==> src/rtl/nrzi_pkg.sv <==
// Shared definitions for the NRZI receive path: FSM state encoding,
// the default frame-sync pattern and a counter-width helper.
package nrzi_pkg;

  typedef enum logic {
    ST_HUNT = 1'b0,
    ST_DATA = 1'b1
  } state_t;

  localparam logic [7:0] SYNC_DEFAULT = 8'h7E;

  // Width needed to count 0..n-1, never narrower than one bit.
  function automatic int cnt_w(input int n);
    if (n > 1) return $clog2(n);
    else       return 1;
  endfunction

endpackage

==> src/rtl/nrzi_bit_decoder.sv <==
// Recovers the transmitted T bit from the NRZI line: a 1 is a line toggle,
// a 0 is a held level. Only advances on bit_en strobes.
module nrzi_bit_decoder
  import nrzi_pkg::*;
(
  input  logic clk,
  input  logic rst,
  input  logic bit_en,
  input  logic line_in,
  output logic t_bit,
  output logic t_valid
);

  logic r_prev_line;

  // Remember the line level seen at the previous bit strobe.
  always_ff @(posedge clk) begin
    if (rst) begin
      r_prev_line <= 1'b0;
    end else if (bit_en) begin
      r_prev_line <= line_in;
    end
  end

  assign t_bit   = line_in ^ r_prev_line;
  assign t_valid = bit_en;

endmodule

==> src/rtl/nrzi_rx.sv <==
// NRZI frame receiver: hunts for the sync pattern in the decoded bit
// stream, then deserialises FRAME_BYTES words (MSB first) into a
// single-entry valid/ready output register.
//
//   state   | meaning
//   --------+-----------------------------------------------------------
//   ST_HUNT | sliding the shift reg over decoded bits, looking for sync
//   ST_DATA | sync found; collecting payload words until the frame ends
module nrzi_rx
  import nrzi_pkg::*;
#(
  parameter int                DATA_W       = 8,
  parameter logic [DATA_W-1:0] SYNC_PATTERN = DATA_W'(SYNC_DEFAULT),
  parameter int                FRAME_BYTES  = 4
) (
  input  logic              clk,
  input  logic              rst,
  input  logic              bit_en,
  input  logic              line_in,
  output logic [DATA_W-1:0] out_data,
  output logic              out_valid,
  input  logic              out_ready,
  output logic              out_last,
  output logic              sync_locked,
  output logic              overflow
);

  localparam int BIT_CNT_W  = cnt_w(DATA_W);
  localparam int BYTE_CNT_W = cnt_w(FRAME_BYTES);

  localparam logic [BIT_CNT_W-1:0]  BIT_LAST  = BIT_CNT_W'(DATA_W - 1);
  localparam logic [BIT_CNT_W-1:0]  BIT_ONE   = BIT_CNT_W'(1);
  localparam logic [BYTE_CNT_W-1:0] BYTE_LAST = BYTE_CNT_W'(FRAME_BYTES - 1);
  localparam logic [BYTE_CNT_W-1:0] BYTE_ONE  = BYTE_CNT_W'(1);

  logic w_t_bit;
  logic w_t_valid;

  state_t                r_state;
  state_t                w_state_next;
  logic [DATA_W-1:0]     r_shift;
  logic [DATA_W-1:0]     w_shift_next;
  logic [DATA_W-1:0]     w_shifted;
  logic [BIT_CNT_W-1:0]  r_bit_cnt;
  logic [BIT_CNT_W-1:0]  w_bit_cnt_next;
  logic [BYTE_CNT_W-1:0] r_byte_cnt;
  logic [BYTE_CNT_W-1:0] w_byte_cnt_next;
  logic                  w_word_done;
  logic                  w_word_last;

  logic [DATA_W-1:0]     r_out_data;
  logic                  r_out_valid;
  logic                  r_out_last;
  logic                  r_overflow;
  logic                  w_load;
  logic                  w_pop;

  nrzi_bit_decoder u_dec (
    .clk     (clk),
    .rst     (rst),
    .bit_en  (bit_en),
    .line_in (line_in),
    .t_bit   (w_t_bit),
    .t_valid (w_t_valid)
  );

  assign w_shifted = {r_shift[DATA_W-2:0], w_t_bit};

  // Next-state, shift and counter logic; everything holds without a strobe.
  always_comb begin
    w_state_next    = r_state;
    w_shift_next    = r_shift;
    w_bit_cnt_next  = r_bit_cnt;
    w_byte_cnt_next = r_byte_cnt;
    w_word_done     = 1'b0;
    w_word_last     = 1'b0;
    if (w_t_valid) begin
      w_shift_next = w_shifted;
      case (r_state)
        ST_HUNT: begin
          if (w_shifted == SYNC_PATTERN) begin
            w_state_next    = ST_DATA;
            w_bit_cnt_next  = '0;
            w_byte_cnt_next = '0;
          end
        end
        ST_DATA: begin
          if (r_bit_cnt == BIT_LAST) begin
            w_word_done    = 1'b1;
            w_bit_cnt_next = '0;
            if (r_byte_cnt == BYTE_LAST) begin
              // Clearing the shift reg stops the tail of this frame
              // from combining with fresh bits into a false sync.
              w_word_last     = 1'b1;
              w_byte_cnt_next = '0;
              w_state_next    = ST_HUNT;
              w_shift_next    = '0;
            end else begin
              w_byte_cnt_next = r_byte_cnt + BYTE_ONE;
            end
          end else begin
            w_bit_cnt_next = r_bit_cnt + BIT_ONE;
          end
        end
        default: begin
          w_state_next = ST_HUNT;
        end
      endcase
    end
  end

  // FSM state, shift register and frame-position counters.
  always_ff @(posedge clk) begin
    if (rst) begin
      r_state    <= ST_HUNT;
      r_shift    <= '0;
      r_bit_cnt  <= '0;
      r_byte_cnt <= '0;
    end else begin
      r_state    <= w_state_next;
      r_shift    <= w_shift_next;
      r_bit_cnt  <= w_bit_cnt_next;
      r_byte_cnt <= w_byte_cnt_next;
    end
  end

  // A finished word may enter the output register when it is empty or
  // being drained in the same cycle; otherwise it is lost.
  assign w_load = w_word_done & (~r_out_valid | out_ready);
  assign w_pop  = r_out_valid & out_ready;

  // Single-entry output register with sticky overflow flag.
  always_ff @(posedge clk) begin
    if (rst) begin
      r_out_data  <= '0;
      r_out_valid <= 1'b0;
      r_out_last  <= 1'b0;
      r_overflow  <= 1'b0;
    end else begin
      if (w_load) begin
        r_out_data  <= w_shifted;
        r_out_valid <= 1'b1;
        r_out_last  <= w_word_last;
      end else if (w_pop) begin
        r_out_valid <= 1'b0;
        r_out_last  <= 1'b0;
      end
      if (w_word_done && !w_load) begin
        r_overflow <= 1'b1;
      end
    end
  end

  assign out_data    = r_out_data;
  assign out_valid   = r_out_valid;
  assign out_last    = r_out_last;
  assign overflow    = r_overflow;
  assign sync_locked = (r_state == ST_DATA);

endmodule

==> config.mk <==
export PLATFORM = sky130hd
export DESIGN_NAME = nrzi_rx
export DESIGN_NICKNAME = d
export VERILOG_FILES = /design/src/rtl/nrzi_pkg.sv /design/src/rtl/nrzi_bit_decoder.sv /design/src/rtl/nrzi_rx.sv
export SDC_FILE = /design/constraint.sdc
export NUM_CORES = 1
export LEC_CHECK = 0
export ABC_AREA = 1
export BUFFER_PORTS_ARGS = -buffer_cell sky130_fd_sc_hd__buf_2
export CORE_MARGIN = 3
export CORE_UTILIZATION = 45
export DETAILED_ROUTE_END_ITERATION = 8
export GPL_TIMING_DRIVEN = 0
export PLACE_DENSITY_LB_ADDON = 0.2
export SLEW_MARGIN = 20
export SYNTH_ARGS = -nofsm -noshare
export SYNTH_HDL_FRONTEND = slang
export SYNTH_HIERARCHICAL = 1
export SYNTH_SLANG_ARGS = --single-unit
export TNS_END_PERCENT = 30
==> constraint.sdc <==
create_clock -name clk -period 1.25 [get_ports clk]
set_clock_uncertainty 0.05 [all_clocks]
set_input_delay 0.0625 -clock clk [delete_from_list [all_inputs] [get_ports clk]]
set_output_delay 0.0625 -clock clk [all_outputs]
set_load 0.01 [all_outputs]
; ---- Word-level counts from Yosys, hierarchy flattened
; Index checks and enable logic that the tools add are counted.
[word_totals]
register_bits = 25
latch_bits = 0
ramBits = 0
romBits = 0
input_bits = 5
output_inout_bits = 12
elab_cells = 51
memories = 0
[classes]
n_addsub = 2
multipliers = 0
div = 0
n_lt_le_gt_ge = 0
n_eq_ne = 5
shift = 0
n_mux = 24
bitwise = 6
n_reduce_logical = 5
[op_table]
columns = operator, count
row1 = $mux 7, 3
row2 = $mux 1, 13
row3 = $eq 8x7->1 const B, 1
row4 = $mux 2, 3
row5 = $mux 3, 2
row6 = $pmux 3 s2, 1
row7 = $pmux 2 s2, 1
row8 = $add 3x1->3 const B, 1
row9 = $eq 3x3->1 const B, 1
row10 = $reduce_and 3->1, 1
row11 = $add 2x1->2 const B, 1
row12 = $and 1x1->1, 2
row13 = $eq 2x2->1 const B, 1
row14 = $ne 2x1->1 const B, 1
row15 = $ne 2x2->1 const B, 1
row16 = $not 1->1, 2
row17 = $pmux 1 s2, 1
row18 = $reduce_and 2->1, 1
row19 = $reduce_bool 2->1, 1
row20 = $logic_and 1x1->1, 1
row21 = $logic_not 1->1, 1
row22 = $or 1x1->1, 1
row23 = $xor 1x1->1, 1

; ---- Logic depth before layout (Yosys ltp)
[depth]
word_depth = 7
depth_mapped = 9
mapped_depth_nobuf = 9

; ---- By module
; The synthesis kept the hierarchy.
[by_module_without_submodules]
columns = mod, n_inst, cells_per_inst, area_each_um2, seq_area_each_um2
row1 = nrzi_rx, 1, 121, 978.4, 480.5
row2 = nrzi_bit_decoder, 1, 9, 61.3, 20.0

; ---- Least setup slack after synthesis
; No wires, ideal clock.
[synth_path]
path_type = reg2reg
startpoint = register r_bit_cnt[0]
endpoint = register r_bit_cnt[0]
setup_ns = 0.064
arrival_ns = 1.189
required_time_ns = 1.136
slack_ns = -0.053
path_stages_with_launch = 6
path_buffers = 0
period_less_slack_ns = 1.303
path_cell_list = dfxtp_1 ha_1 ha_1 or2_4 o21a_1 nor2_1
[synth_between]
elab_chain_len = 3
elab_cells_between_ends = 4
cone_classes = add/sub (1) / eq/ne (1) / mux (2)
[synth_lines]
columns = item, line_no
row1 = "start, declared", nrzi_rx.sv:44  ; logic [BIT_CNT_W-1:0] r_bit_cnt;
row2 = "start signal, assigned", nrzi_rx.sv:122  ; r_bit_cnt <= w_bit_cnt_next;
row3 = $add 3x1->3 / $eq 3x3->1 (equally long branches), "nrzi_rx.sv:102, nrzi_rx.sv:88"
row4 = $mux 3 (*), nrzi_rx.sv:88  ; if (r_bit_cnt == BIT_LAST) begin
row5 = $pmux 3 s2 (*), nrzi_rx.sv:79  ; case (r_state)
; Every way passes the cells marked *; elsewhere a longest branch is shown, timed or not.
; A chain may end at the register's enable or synchronous reset.

; ---- Worst setup path in the final report
[layout_path]
startpoint = register r_bit_cnt[0]
endpoint = register r_out_data[4] (netlist: out_data[4])
[layout_between]
elab_chain_len = 5
[layout_lines]
columns = item, line_no
row1 = $eq 3x3->1, nrzi_rx.sv:88
row2 = $mux 1, nrzi_rx.sv:88
row3 = $mux 1, nrzi_rx.sv:79
row4 = $mux 1, nrzi_rx.sv:77  ; if (w_t_valid) begin
row5 = $and 1x1->1, nrzi_rx.sv:129  ; assign w_load = w_word_done & (~r_out_valid | out_ready);
row6 = "end signal, assigned", nrzi_rx.sv:141  ; r_out_data <= w_shifted;
row7 = "end, declared", nrzi_rx.sv:51  ; logic [DATA_W-1:0] r_out_data;
; Every way passes these cells.

==> impl_metrics.yaml <==
cts:
  clock-sinks: 25
  clk_pin_slew_ps: 140
  cts_root_buf: "clkbuf_4"
  insertion_delay_ps: 310
  cts_buffers: 3
  cts_tree: "yes"
  h-tree-depth: 1
  clockBufferDepth: 2
floorplanning:
  die_w_um: 54.1
  start_util_pct: 49.9
  core-area_mm2: 0.00208
  fp-row-count: 16
  ios: 17
  die_area_mm2: 0.00292
  chipHeight_um: 54.1
synthesis:
  avgSynthCellArea_um2: 8.00
  synth-edff-count: 0
  yosys_warnings: 6
  synth_common_cells: "nor2_1 (26), dfxtp_1 (25), nand2_1 (16)"
  syn-cell-area_mm2: 0.00104
  netlist_instances: 130
  yosysUniqueCellTypes: 24
  ys_ff_latch: 25
  synthFlopType: "dfxtp_1"
  synth.most_common_cell: "nor2_1"
  yosys.area.top_type: "dfxtp_1"
  yosysSeqAreaShare_pct: 48.1
  synth-async-reset-ratio_pct: 0
  syn-num-nets: 138
  synth.area.top_cells: "dfxtp_1 (48%), nor2_1 (9.4%), nand2_1 (5.8%)"
  synth_top_area_share_pct: 48.1
worst_setup_path:
  required_ps: 1460
  rrSetupSlack_ps: -100
  worstSetupEndpointType: "flip-flop"
  start_kind: "flip-flop"
  rr_worst_depth: 7
  critical_path_arrival_ps: 1560
  cp_max_fo: 5
  path_class: "reg2reg"
  endpoint: "out_data[4]"
  crit_start: "r_bit_cnt[0]"
  timing.rr.end: "out_data[4]"
  r2r-start: "r_bit_cnt[0]"
grt:
  grt.total_usage_pct: 18.0
  grt_max_degree: 16
  grt_pass1_vias: 921
  grt_pass1_wl_um: 3850
  grt-ovfl-total: 0
  antenna_found_initial: 0
run_status:
  outcome: "complete, but fails checks"
  failed_checks: "negative setup slack"
timing:
  clock.fmax_ghz: 0.739
  rsz0062_at_grt: "true"
  worstMarginPinSlew_ps: 344
  hold_viol: 0
  setup_viol: 19
  slew_headroom_pct: 77.1
  min_period_over_period_pct: 108
  setup_slack_ps: -103
  min_period_ps: 1350
  slew_viol_final: 0
hold_path:
  hp-class: "in2reg"
placement:
  preCtsSetupSlack_ps: -123
  portBuffers: 16
  place_congestion: 0.757
  dp.cells: 173
  hpwl_um: 1580
  placed_cell_area_mm2: 0.00119
final_layout:
  area_delta_synth_final_pct: 27.4
  design_area_mm2: 0.00133
  antennaDiodeCount: 0
  drive_gt1_share_pct: 35.4
  final.fill_count: 188
  fin_nets: 167
  fin_cells: 185
route:
  vias_per_cell: 5.14
  drt-pass1-iter-count: 4
  drt_iter0_markers: 15
  ant_nets: 0
  routedWlPerCell_um: 12.5
  vias: 951
  routed_wl_um: 2310
  route.detailed.drc: 0
power:
  p_per_area_mw_per_mm2: 975
  vdd.ir_drop.worst_v: 0.000728
  power_leakage_nw: 0.579
job:
  cap_violations: 0
## placed cells by master, fill, tap and decap left out, drive strengths merged
cell	count
nand3	8
or2	1
nand2	16
a2111oi	1
a21oi	11
clkbuf	3
ha	3
a211oi	3
clkinvlp	1
buf	26
nor2	28
dfxtp	25
o21ai	13
nor3	2
xor2	1
inv	12
dlygate4sd3	2
o21a	2
## registers in the layout, summed over array words and instances, names as in the netlist
| register | count |
|---|---|
| r_bit_cnt | 3 |
| u_dec/r_prev_line | 1 |
| out_last | 1 |
| out_valid | 1 |
| overflow | 1 |
| out_data | 8 |
| r_byte_cnt | 2 |
| r_shift | 7 |
| sync_locked | 1 |
## per-stage QoR
step                      TNS, ps  util [%]  hold WS [ps]  total power [mW]
final                       -1320      63.6          12.1              1.29
after global routing        -2940      63.6          31.3              1.34
after CTS                    -650      61.5          7.94              1.29
after detailed placement    -1060      57.1           291             0.924
after global placement       -532      57.1           272             0.920
after floorplan                 0         -          74.2             0.896
## worst min path at each step
stage	from	to	slack (ps)	cells after the start
global route	line_in	u_dec/r_prev_line	30	5
global placement	bit_en	u_dec/r_prev_line	270	3
CTS	line_in	u_dec/r_prev_line	8	5
floorplan	rst	r_bit_cnt[1]	70	1
detailed placement	bit_en	u_dec/r_prev_line	290	3
finish	line_in	u_dec/r_prev_line	10	5
## worst max-delay path, cell delays in order (launching register included)
cell	delay, ps
dfxtp_2	390
ha_4	150
ha_4	150
nand3_4	80
nor2_4	190
buf_6	150
o21ai_2	50
a21oi_2	100
## report_power, final
part / total (mW) / switching (mW) / internal (mW)
clock network: 0.362 / 0.240 / 0.122
registers: 0.827 / 0.0136 / 0.813
logic: 0.103 / 0.0607 / 0.0426
## cells by family after synthesis
| group | count (synthesis) | synth area share (%) |
|---|---|---|
| AOI/OAI and AO/OA | 30 | 17.3 |
| xor gates and xnor gates | 1 | 0.843 |
| adders and majority gates | 3 | 3.61 |
| buffers and inverters | 16 | 7.10 |
| DFF | 25 | 48.1 |
| and+or+nand+nor | 55 | 23.0 |
## layer usage
metal | routed length, um | vias to the layer above | share of wire, % | track usage (%)
met3 | 97 | 2 | 4.2 | 3.32
met5 | 0 | - | 0 | 0
met1 | 1080 | 450 | 47 | 21.2
met2 | 1120 | 18 | 48 | 32.5
li1 | - | 481 | - | -
met4 | 13 | 0 | 0.56 | 6.22
## cell type report
cell class                      count  area (um^2)  share of cell area, %
Buffer                              4         28.8                   2.17
Clock buffer                        3         22.5                   1.70
Clock inverter                      1         7.51                  0.567
Inverter                           12         45.0                   3.40
Multi-Input combinational cell     89          534                   40.3
Sequential cell                    25          504                   38.1
Tap cell                           27         33.8                   2.55
Timing Repair Buffer               24          149                   11.2
## timing repair
item	4_1_cts	5_1_grt
hold buffers	2	0
pin swaps	4	7
gates resized for setup	7	7
endpoints found under the hold margin	5	0
setup endpoints to repair	19	21
buffers inserted	2	3
gates cloned	1	0
Power figures use the tool's default switching activity.
